--- src/rtl/inference_ctrl.sv ---
`default_nettype none
// ============================================================================
// Module      : inference_ctrl
// Description : Sequences one spiking-network inference. It feeds buffered
//               input vectors on request, counts output spikes and reports
//               the winning output.
// Revision    : 1.0 - initial release
// ============================================================================
module inference_ctrl #(
    parameter int N_IN   = 4,
    parameter int N_OUT  = 2,
    parameter int SAMP_W = 8,
    parameter int CNT_W  = 8,
    localparam int CLS_W = (N_OUT > 1) ? $clog2(N_OUT) : 1
) (
    input  logic              clk,
    input  logic              rst_n,
    input  logic              i_go,
    input  logic              i_abort,
    input  logic [SAMP_W-1:0] i_cfg_n_samples,
    input  logic              i_in_valid,
    output logic              o_in_ready,
    input  logic [N_IN-1:0]   i_in_data,
    output logic              o_net_start,
    input  logic              i_net_ready,
    input  logic              i_net_sample,
    output logic              o_net_sample_ready,
    output logic [N_IN-1:0]   o_net_in_spikes,
    input  logic [N_OUT-1:0]  i_net_out_spikes,
    output logic              o_res_valid,
    input  logic              i_res_ready,
    output logic [CLS_W-1:0]  o_res_class,
    output logic [CNT_W-1:0]  o_res_count
);

    localparam logic [CNT_W-1:0] c_cnt_max = '1;

    typedef enum logic [2:0] {
        S_IDLE     = 3'd0,
        S_WAIT_NET = 3'd1,
        S_RUN      = 3'd2,
        S_STALL    = 3'd3,
        S_DONE     = 3'd4
    } state_t;

    state_t             r_state;
    state_t             w_state_nxt;
    logic               r_buf_valid;
    logic [N_IN-1:0]    r_buf_data;
    logic [SAMP_W-1:0]  r_n_samples;
    logic [SAMP_W-1:0]  r_samp_cnt;
    logic [CNT_W-1:0]   r_cnt [N_OUT];
    logic [N_IN-1:0]    r_in_spikes;
    logic [CLS_W-1:0]   r_res_class;
    logic [CNT_W-1:0]   r_res_count;

    logic               w_load;
    logic               w_clear;
    logic               w_accum;
    logic               w_samp_step;
    logic               w_in_hs;
    logic               w_done_entry;
    logic [SAMP_W-1:0]  w_samp_inc;
    logic [CNT_W-1:0]   w_cnt_nxt [N_OUT];
    logic [CLS_W-1:0]   w_best_idx;
    logic [CNT_W-1:0]   w_best_val;

    assign w_in_hs    = i_in_valid && !r_buf_valid && !i_abort;
    assign w_samp_inc = r_samp_cnt + 1'b1;

    always_comb begin
        w_state_nxt = r_state;
        w_load      = 1'b0;
        w_clear     = 1'b0;
        w_accum     = 1'b0;
        w_samp_step = 1'b0;
        case (r_state)
            S_IDLE: begin
                if (i_go && (i_cfg_n_samples != '0)) begin
                    w_clear     = 1'b1;
                    w_state_nxt = S_WAIT_NET;
                end
            end
            S_WAIT_NET: begin
                if (i_net_ready && r_buf_valid) begin
                    w_load      = 1'b1;
                    w_state_nxt = S_RUN;
                end
            end
            S_RUN: begin
                w_accum = 1'b1;
                if (i_net_sample) begin
                    w_samp_step = 1'b1;
                    if (w_samp_inc == r_n_samples) begin
                        w_state_nxt = S_DONE;
                    end else if (r_buf_valid) begin
                        w_load = 1'b1;
                    end else begin
                        w_state_nxt = S_STALL;
                    end
                end
            end
            S_STALL: begin
                if (r_buf_valid) begin
                    w_load      = 1'b1;
                    w_state_nxt = S_RUN;
                end
            end
            S_DONE: begin
                if (i_res_ready) begin
                    w_state_nxt = S_IDLE;
                end
            end
            default: w_state_nxt = S_IDLE;
        endcase
        // Abort overrides every event decoded above, including accumulation.
        if (i_abort) begin
            w_state_nxt = S_IDLE;
            w_load      = 1'b0;
            w_clear     = 1'b0;
            w_accum     = 1'b0;
            w_samp_step = 1'b0;
        end
    end

    // The final sampling cycle still accumulates, so the winner is chosen
    // from the next-cycle counter values.
    always_comb begin
        for (int i = 0; i < N_OUT; i++) begin
            w_cnt_nxt[i] = r_cnt[i];
            if (w_accum && i_net_out_spikes[i] && (r_cnt[i] != c_cnt_max)) begin
                w_cnt_nxt[i] = r_cnt[i] + 1'b1;
            end
        end
        w_best_idx = '0;
        w_best_val = w_cnt_nxt[0];
        for (int i = 1; i < N_OUT; i++) begin
            if (w_cnt_nxt[i] > w_best_val) begin
                w_best_val = w_cnt_nxt[i];
                w_best_idx = CLS_W'(i);
            end
        end
    end

    assign w_done_entry = (r_state == S_RUN) && (w_state_nxt == S_DONE);

    always_ff @(posedge clk or negedge rst_n) begin
        if (!rst_n) begin
            r_state <= S_IDLE;
        end else begin
            r_state <= w_state_nxt;
        end
    end

    always_ff @(posedge clk or negedge rst_n) begin
        if (!rst_n) begin
            r_buf_valid <= 1'b0;
            r_buf_data  <= '0;
            r_in_spikes <= '0;
        end else begin
            if (i_abort || w_load) begin
                r_buf_valid <= 1'b0;
            end else if (w_in_hs) begin
                r_buf_valid <= 1'b1;
                r_buf_data  <= i_in_data;
            end
            if (w_load) begin
                r_in_spikes <= r_buf_data;
            end
        end
    end

    always_ff @(posedge clk or negedge rst_n) begin
        if (!rst_n) begin
            r_n_samples <= '0;
            r_samp_cnt  <= '0;
            r_res_class <= '0;
            r_res_count <= '0;
            for (int i = 0; i < N_OUT; i++) begin
                r_cnt[i] <= '0;
            end
        end else begin
            if (w_clear) begin
                r_n_samples <= i_cfg_n_samples;
                r_samp_cnt  <= '0;
            end else if (w_samp_step) begin
                r_samp_cnt <= w_samp_inc;
            end
            for (int i = 0; i < N_OUT; i++) begin
                r_cnt[i] <= w_clear ? '0 : w_cnt_nxt[i];
            end
            if (w_done_entry) begin
                r_res_class <= w_best_idx;
                r_res_count <= w_best_val;
            end
        end
    end

    assign o_in_ready         = !r_buf_valid;
    assign o_net_start        = (r_state == S_RUN) || (r_state == S_STALL);
    assign o_net_sample_ready = (r_state == S_RUN) && r_buf_valid;
    assign o_net_in_spikes    = r_in_spikes;
    assign o_res_valid        = (r_state == S_DONE);
    assign o_res_class        = r_res_class;
    assign o_res_count        = r_res_count;

endmodule
`default_nettype wire

--- config.mk ---
export PLATFORM = sky130hd
export DESIGN_NAME = inference_ctrl
export DESIGN_NICKNAME = d
export VERILOG_FILES = /design/src/rtl/inference_ctrl.sv
export SDC_FILE = /design/constraint.sdc
export NUM_CORES = 1
export LEC_CHECK = 0
export CAP_MARGIN = 20
export CORE_MARGIN = 2
export CORE_UTILIZATION = 50
export CTS_CLUSTER_SIZE = 14
export DETAILED_ROUTE_END_ITERATION = 16
export HOLD_SLACK_MARGIN = 0.02
export PLACE_DENSITY = 0.76
export SLEW_MARGIN = 20
export SYNTH_ARGS = -nofsm -noshare
export SYNTH_HDL_FRONTEND = slang
export SYNTH_SLANG_ARGS = --single-unit
--- constraint.sdc ---
create_clock -name clk -period 3.14 [get_ports clk]
set_input_delay 0.471 -clock clk [delete_from_list [all_inputs] [get_ports clk]]
set_output_delay 0.471 -clock clk [all_outputs]
set_load 0.02 [all_outputs]
==> reports/summary.txt, run 1 <==
Die Ht - 82.5 µm
Crit path time final - 3.09 ns
FP Rows - 28
Crit start category - register
Flops & latches, synth - 53
First-pass GRT wire length - 11600 µm
Cell Chain, Critical Path - ha_4, and3_2, a211oi_4, nand4_1, xor2_1, inv_1, ha_4, a21o_1, a21oi_2, a21oi_2, o22ai_2, buf_6, mux2i_1, mux2_2
Leakage power - 1.93 nW
Average size of a mapped cell - 9.82 µm²
Post-synth cell types - 47
Grt ovf - 0
RSZ-0062 raised after global routing - true
Die area - 6810 µm²
Root Driver - clkbuf_8
Via density - 5.44
Async S/R FF share, synth - 100%
Ys Warns - 0
Drt drc - 0
P&R area growth vs syn - 28.3%
Sequential element share of the synthesized area - 43.0%
Pre-CTS setup slack - -0.510 ns
Setup CP Type - reg -> reg
Worst Path Required - 3.33 ns
Total number of vias - 2501
Post-Route WL - 6950 µm
Max-slew headroom - 48.4%
Core area - 5960 µm²
WL per Instance - 15.1 µm
Status - completed
# H-tree levels - 2
Most frequent cells in the layout - dfrtp_1, nor2_1, clkdlybuf4s50_1, buf_4, inv_1
First-pass DRT Iterations - 4
Diode count - 0
Via count of the first global-routing pass - 2533
Final setup viols - 0
Final Hold Viols - 0
Most common cell after layout, fill and taps aside - dfrtp_1
WHS - 0.226 ns
Worst-path maximum fanout - 6
Reg-to-reg startpoint - r_cnt[0]
CTS tree - built
Clk sinks - 53
Worst clock skew - 0.00713 ns
Antenna Nets Post-Route - 0
Critical Path Source - r_cnt[0]
Core Util, Final - 66.4%
Fill count - 462
Die W - 82.5 µm
Peak VDD IR - 0.000250 V
Max Buffers Root-to-Sink - 2
Post-synth EDFFs - 0
Synth area leaders - dfrtp_1, mux2_2, mux2i_1
Arrival @ worst endpoint - 3.28 ns
I/O pin cnt - 39
Setup_tns - 0 ns
Cell area after synthesis - 3080 µm²
Number of CTS-inserted buffers - 5
Port Buffers - 38
Multi-input gate area - 1710 µm²
Pwr dens - 367 nW/µm²
FF+latch area - 1330 µm²
GRT Total Usage - 22.3%
Worst path max stage delay - 0.46 ns
Clk slew on worst S/H paths - 0.09 ns
Worst-margin pin slew - 0.774 ns
CP max stage cell - dfrtp_1
Post-synth top area share - 43.0%
HPWL after detailed placement - 5110 µm
F_max - 324 MHz
Primary FF master, synth - dfrtp_1
CP endpoint kind - register
Hold WC Path Type - in -> async
Initial core utilization - 51.8%
DRT iter0 DRCs - 83
Clk_lat worst skew - 0.31 ns
Largest area contributor in the netlist - dfrtp_1
Final setup margin - 0.0515 ns
Crit share post-route - 98.4%
Share of post-route cells with drive strength above 1 - 22.1%
Largest net degree at the start of global routing - 35
Final Wtd Congestion - 0.838
Slew Limit Fails - 0
Nets - 418
Initial antenna violation count - 0
Post-synthesis net count - 347
Cells after Synth - 314
Number of max-cap violations - 0
layout make-up:
| cell class | count | share of cell area (%) |
|---|---|---|
| Clock buffer | 7 | 2.18 |
| Inverter | 20 | 1.90 |
| Multi-Input combinational cell | 230 | 43.3 |
| Sequential cell | 53 | 33.6 |
| Tap cell | 75 | 2.37 |
| Timing Repair Buffer | 75 | 16.7 |
cell usage after synthesis (4+ instances only):
| cell type | number |
|---|---|
| xor2_1 | 15 |
| nor2_1 | 44 |
| nand3b_1 | 5 |
| ha_1 | 11 |
| xnor2_1 | 8 |
| mux2_2 | 20 |
| a211o_1 | 4 |
| nor2b_1 | 4 |
| o21ai_0 | 7 |
| nand2_1 | 17 |
| inv_1 | 20 |
| nor3_1 | 7 |
| nand3_1 | 8 |
| dfrtp_1 | 53 |
| and3_1 | 8 |
| nand2b_1 | 4 |
| mux2i_1 | 17 |
| clkbuf_1 | 7 |
| a21oi_1 | 10 |
| nand4_1 | 10 |
power breakdown:
| group | switching [mW] | internal, mW |
|---|---|---|
| Combinational | 0.137 | 0.153 |
| Sequential | 0.0374 | 0.733 |
| Clock | 0.215 | 0.176 |
per-layer routing:
layer / global-route usage [%] / vias up / share of wire, %
met3: 3.80 / 9 / 3.6
li1: - / 1234 / -
met2: 41.0 / 62 / 53
met5: 0 / - / 0
met4: 4.10 / 0 / 1.1
met1: 27.7 / 1196 / 42
flip-flops by register name, summed over array words and instances (netlist names):
name and cells:
r_buf_data 4, o_res_count 8, o_net_in_spikes 4, o_res_class 1, r_buf_valid 1, r_cnt 16
r_samp_cnt 8, r_n_samples 8, r_state 3
cells by family (layout without fill, tap and decap cells):
group,after synthesis,count (layout),synth area share (%)
xor gates and xnor gates,23,23,6.53
adders and majority gates,11,11,4.46
muxes,37,37,12.8
and+or+nand+nor,123,123,21.1
AOI/OAI and AO/OA,36,36,8.04
DFF,53,53,43.0
buffers and inverters,31,102,3.98
through the flow:
step	cell area [µm²]	total power, mW	std cells
global placement	3760	1.05	448
floorplan	3110	0.949	314
detailed placement	3760	1.07	448
finish	3960	1.45	460
global route	3960	1.53	460
CTS	3870	1.46	457
repair_timing:
item                       in CTS  in global routing
pin swaps                       5                  6
setup buffers                   2                  3
gates resized for setup         3                 16
setup endpoints to repair       8                  8
hold buffers                    0                  0
final timing paths:
check,endpoint,slack (ns),depth (start not counted)
max,o_res_count[1],0.05,14
min,r_n_samples[4],0.23,1
max in group asynchronous,r_state[0],2.17,2
max reg2reg,o_res_count[1],0.05,14
min reg2reg,o_res_count[3],0.51,1
min in group clk,o_res_count[3],0.51,1
worst max-delay path, delay by kind of cell, from the launching register on:
family          cells  cell delay, ns
mux                 2            0.34
xor+xnor            1            0.19
fa+ha+maj           2            0.45
compound gates      5            0.87
buf+inv             2            0.27
simple gates        2            0.38
flops               1            0.46
Power figures use the tool's default switching activity.
==> run 2: changes to the inputs <==
Settings changed: GPL_ROUTABILITY_DRIVEN from default to 0, MAX_ROUTING_LAYER from default to met4.
==> run 2 against run 1 <==
Critical path type unchanged; total power is 0.11% higher; clock power hardly changed; register-to-register slack hardly changed; largest cell class unchanged; combinational power hardly changed; sequential share of layout area stayed put; critical path depth stayed put; cell count stayed put; routed wire length is 0.49% higher; critical endpoint unchanged; non-clock buffer count stayed put; first-iteration DRC count is 6.0% lower.
==> reports/summary.txt, run 2 (synthesis gave the netlist of run 1 again) <==
FF+latch area - 1330 µm² (unchanged)
GRT Total Usage - 23.0% (+0.71 points)
Via density - 5.42 (-0.24%)
Max Buffers Root-to-Sink - 2 (unchanged)
Largest net degree at the start of global routing - 35 (unchanged)
Share of post-route cells with drive strength above 1 - 22.1% (unchanged)
Number of CTS-inserted buffers - 5 (unchanged)
Worst-path maximum fanout - 6 (unchanged)
Reg-to-reg startpoint - r_cnt[0]
Peak VDD IR - 0.000251 V (+0.25%)
HPWL after detailed placement - 5110 µm (unchanged)
# H-tree levels - 2 (unchanged)
Port Buffers - 38 (unchanged)
FP Rows - 28 (unchanged)
Final setup viols - 0 (unchanged)
Setup_tns - 0 ns (unchanged)
Initial core utilization - 51.8% (unchanged)
Design area - 3960 µm² (unchanged)
Post-Route WL - 6980 µm (+0.49%)
Status - completed
Clk sinks - 53 (unchanged)
Drt drc - 0 (unchanged)
First-pass GRT wire length - 11700 µm (+0.47%)
Worst-margin pin slew - 0.766 ns (-0.00753 ns)
Reg2reg setup slack - 0.05 ns (about the same)
Slew Limit Fails - 0 (unchanged)
Worst Path Required - 3.33 ns (about the same)
Number of max-cap violations - 0 (unchanged)
WHS - 0.230 ns (+0.00337 ns)
First-pass DRT Iterations - 4 (unchanged)
Post-DP Area - 3760 µm² (unchanged)
Cell count of the worst reg-to-reg path - 14 (unchanged)
Crit share post-route - 98.4% (about the same)
CTS tree - built
Max-slew headroom - 48.9% (+0.50 points)
Grt ovf - 0 (unchanged)
Nets - 418 (unchanged)
Setup CP Type - reg -> reg
Worst clock skew - 0.00767 ns (+0.000538 ns)
Crit start category - register
Largest reg by FF count - r_cnt
Multi-input gate area - 1710 µm² (unchanged)
Clk_lat worst skew - 0.31 ns (about the same)
Total number of vias - 2495 (-0.24%)
Fill count - 462 (unchanged)
Diode count - 0 (unchanged)
WL per Instance - 15.2 µm (+0.49%)
Root Driver - clkbuf_8
I/O pin cnt - 39 (unchanged)
Core area - 5960 µm² (unchanged)
CP endpoint kind - register
Final setup margin - 0.0506 ns (-0.000903 ns)
F_max - 324 MHz (about the same)
Initial antenna violation count - 0 (unchanged)
Most common cell after layout, fill and taps aside - dfrtp_1
DRT iter0 DRCs - 78 (-6.0%)
Die Ht - 82.5 µm (unchanged)
Pre-CTS setup slack - -0.510 ns (unchanged)
Leakage power - 1.93 nW (unchanged)
Hold WC Path Type - in -> async
Clk slew on worst S/H paths - 0.09 ns (about the same)
P&R area growth vs syn - 28.3% (unchanged)
Pwr dens - 367 nW/µm² (+0.11%)
RSZ-0062 raised after global routing - true
Most frequent cells in the layout - dfrtp_1, nor2_1, clkdlybuf4s50_1, buf_4, inv_1
Max FFs per register - 16 (unchanged)
Die W - 82.5 µm (unchanged)
Die area - 6810 µm² (unchanged)
R2R Path End - o_res_count[1]
Arrival @ worst endpoint - 3.28 ns (about the same)
Crit path time final - 3.09 ns (+0.000903 ns)
Overall power - 1.45 mW (+0.11%)
Via count of the first global-routing pass - 2527 (-0.24%)
Antenna Nets Post-Route - 0 (unchanged)
Final Hold Viols - 0 (unchanged)
## run 2: cell counts in the layout (fill, tap and decap cells not counted)
No cell type changed its count.
## run 2: worst max-delay path: stages, from the launching register on
cell      delay (ns)
dfrtp_1         0.47
ha_4            0.21
and3_2          0.23
a211oi_4        0.33
nand4_1         0.15
xor2_1          0.19
inv_1           0.10
ha_4            0.24
a21o_1          0.16
a21oi_2         0.13
a21oi_2         0.07
o22ai_2         0.18
buf_6           0.17
mux2i_1         0.08
mux2_2          0.26
## run 2: worst max path at each step
stage / from / endpoint / slack (ns) / cells past startpoint
final: r_cnt[0] / o_res_count[1] / 0.05 / 14
after global routing: r_cnt[0] / o_res_count[0] / -0.13 / 14
after CTS: r_cnt[0] / o_res_count[1] / 0.03 / 14
after detailed placement: i_abort / o_res_count[3] / -0.51 / 14
after global placement: i_abort / o_res_count[0] / -0.42 / 14
after floorplan: i_abort / o_res_count[2] / -0.05 / 14
## run 2: report_power, final
group          switching (mW)  internal, mW  total, mW
registers              0.0372         0.733      0.770
logic                   0.137         0.153      0.290
clock network           0.216         0.176      0.392
total                   0.391          1.06       1.45
## run 2: layer usage
layer  vias to the layer above  GRT usage [%]  wire [µm]
met5                         -              -          0
met4                         0           3.93         73
met3                         9           3.59        192
met2                        52           41.2       3670
met1                      1202           27.9       3050
li1                       1232              -          -
## run 2: through the flow
stage,utilization (%),instances
floorplan,-,314
global placement,63.1,448
detailed placement,63.1,448
CTS,65.0,457
global route,66.4,460
finish,66.4,460
## run 2: cell type report
cell class                 count  share of cell area (%)
timing repair buffer          75                    16.7
inverter                      20                    1.90
clock buffer                   7                    2.18
tap                           75                    2.37
multi-input combinational    230                    43.3
sequential                    53                    33.6
## run 2: repair_timing
| item | 4_1_cts | 5_1_grt |
|---|---|---|
| buffers inserted | 2 | 3 |
| hold buffers | 0 | 0 |
| setup endpoints to repair | 8 | 8 |
| pin swaps | 5 | 6 |
| resized for setup | 3 | 16 |
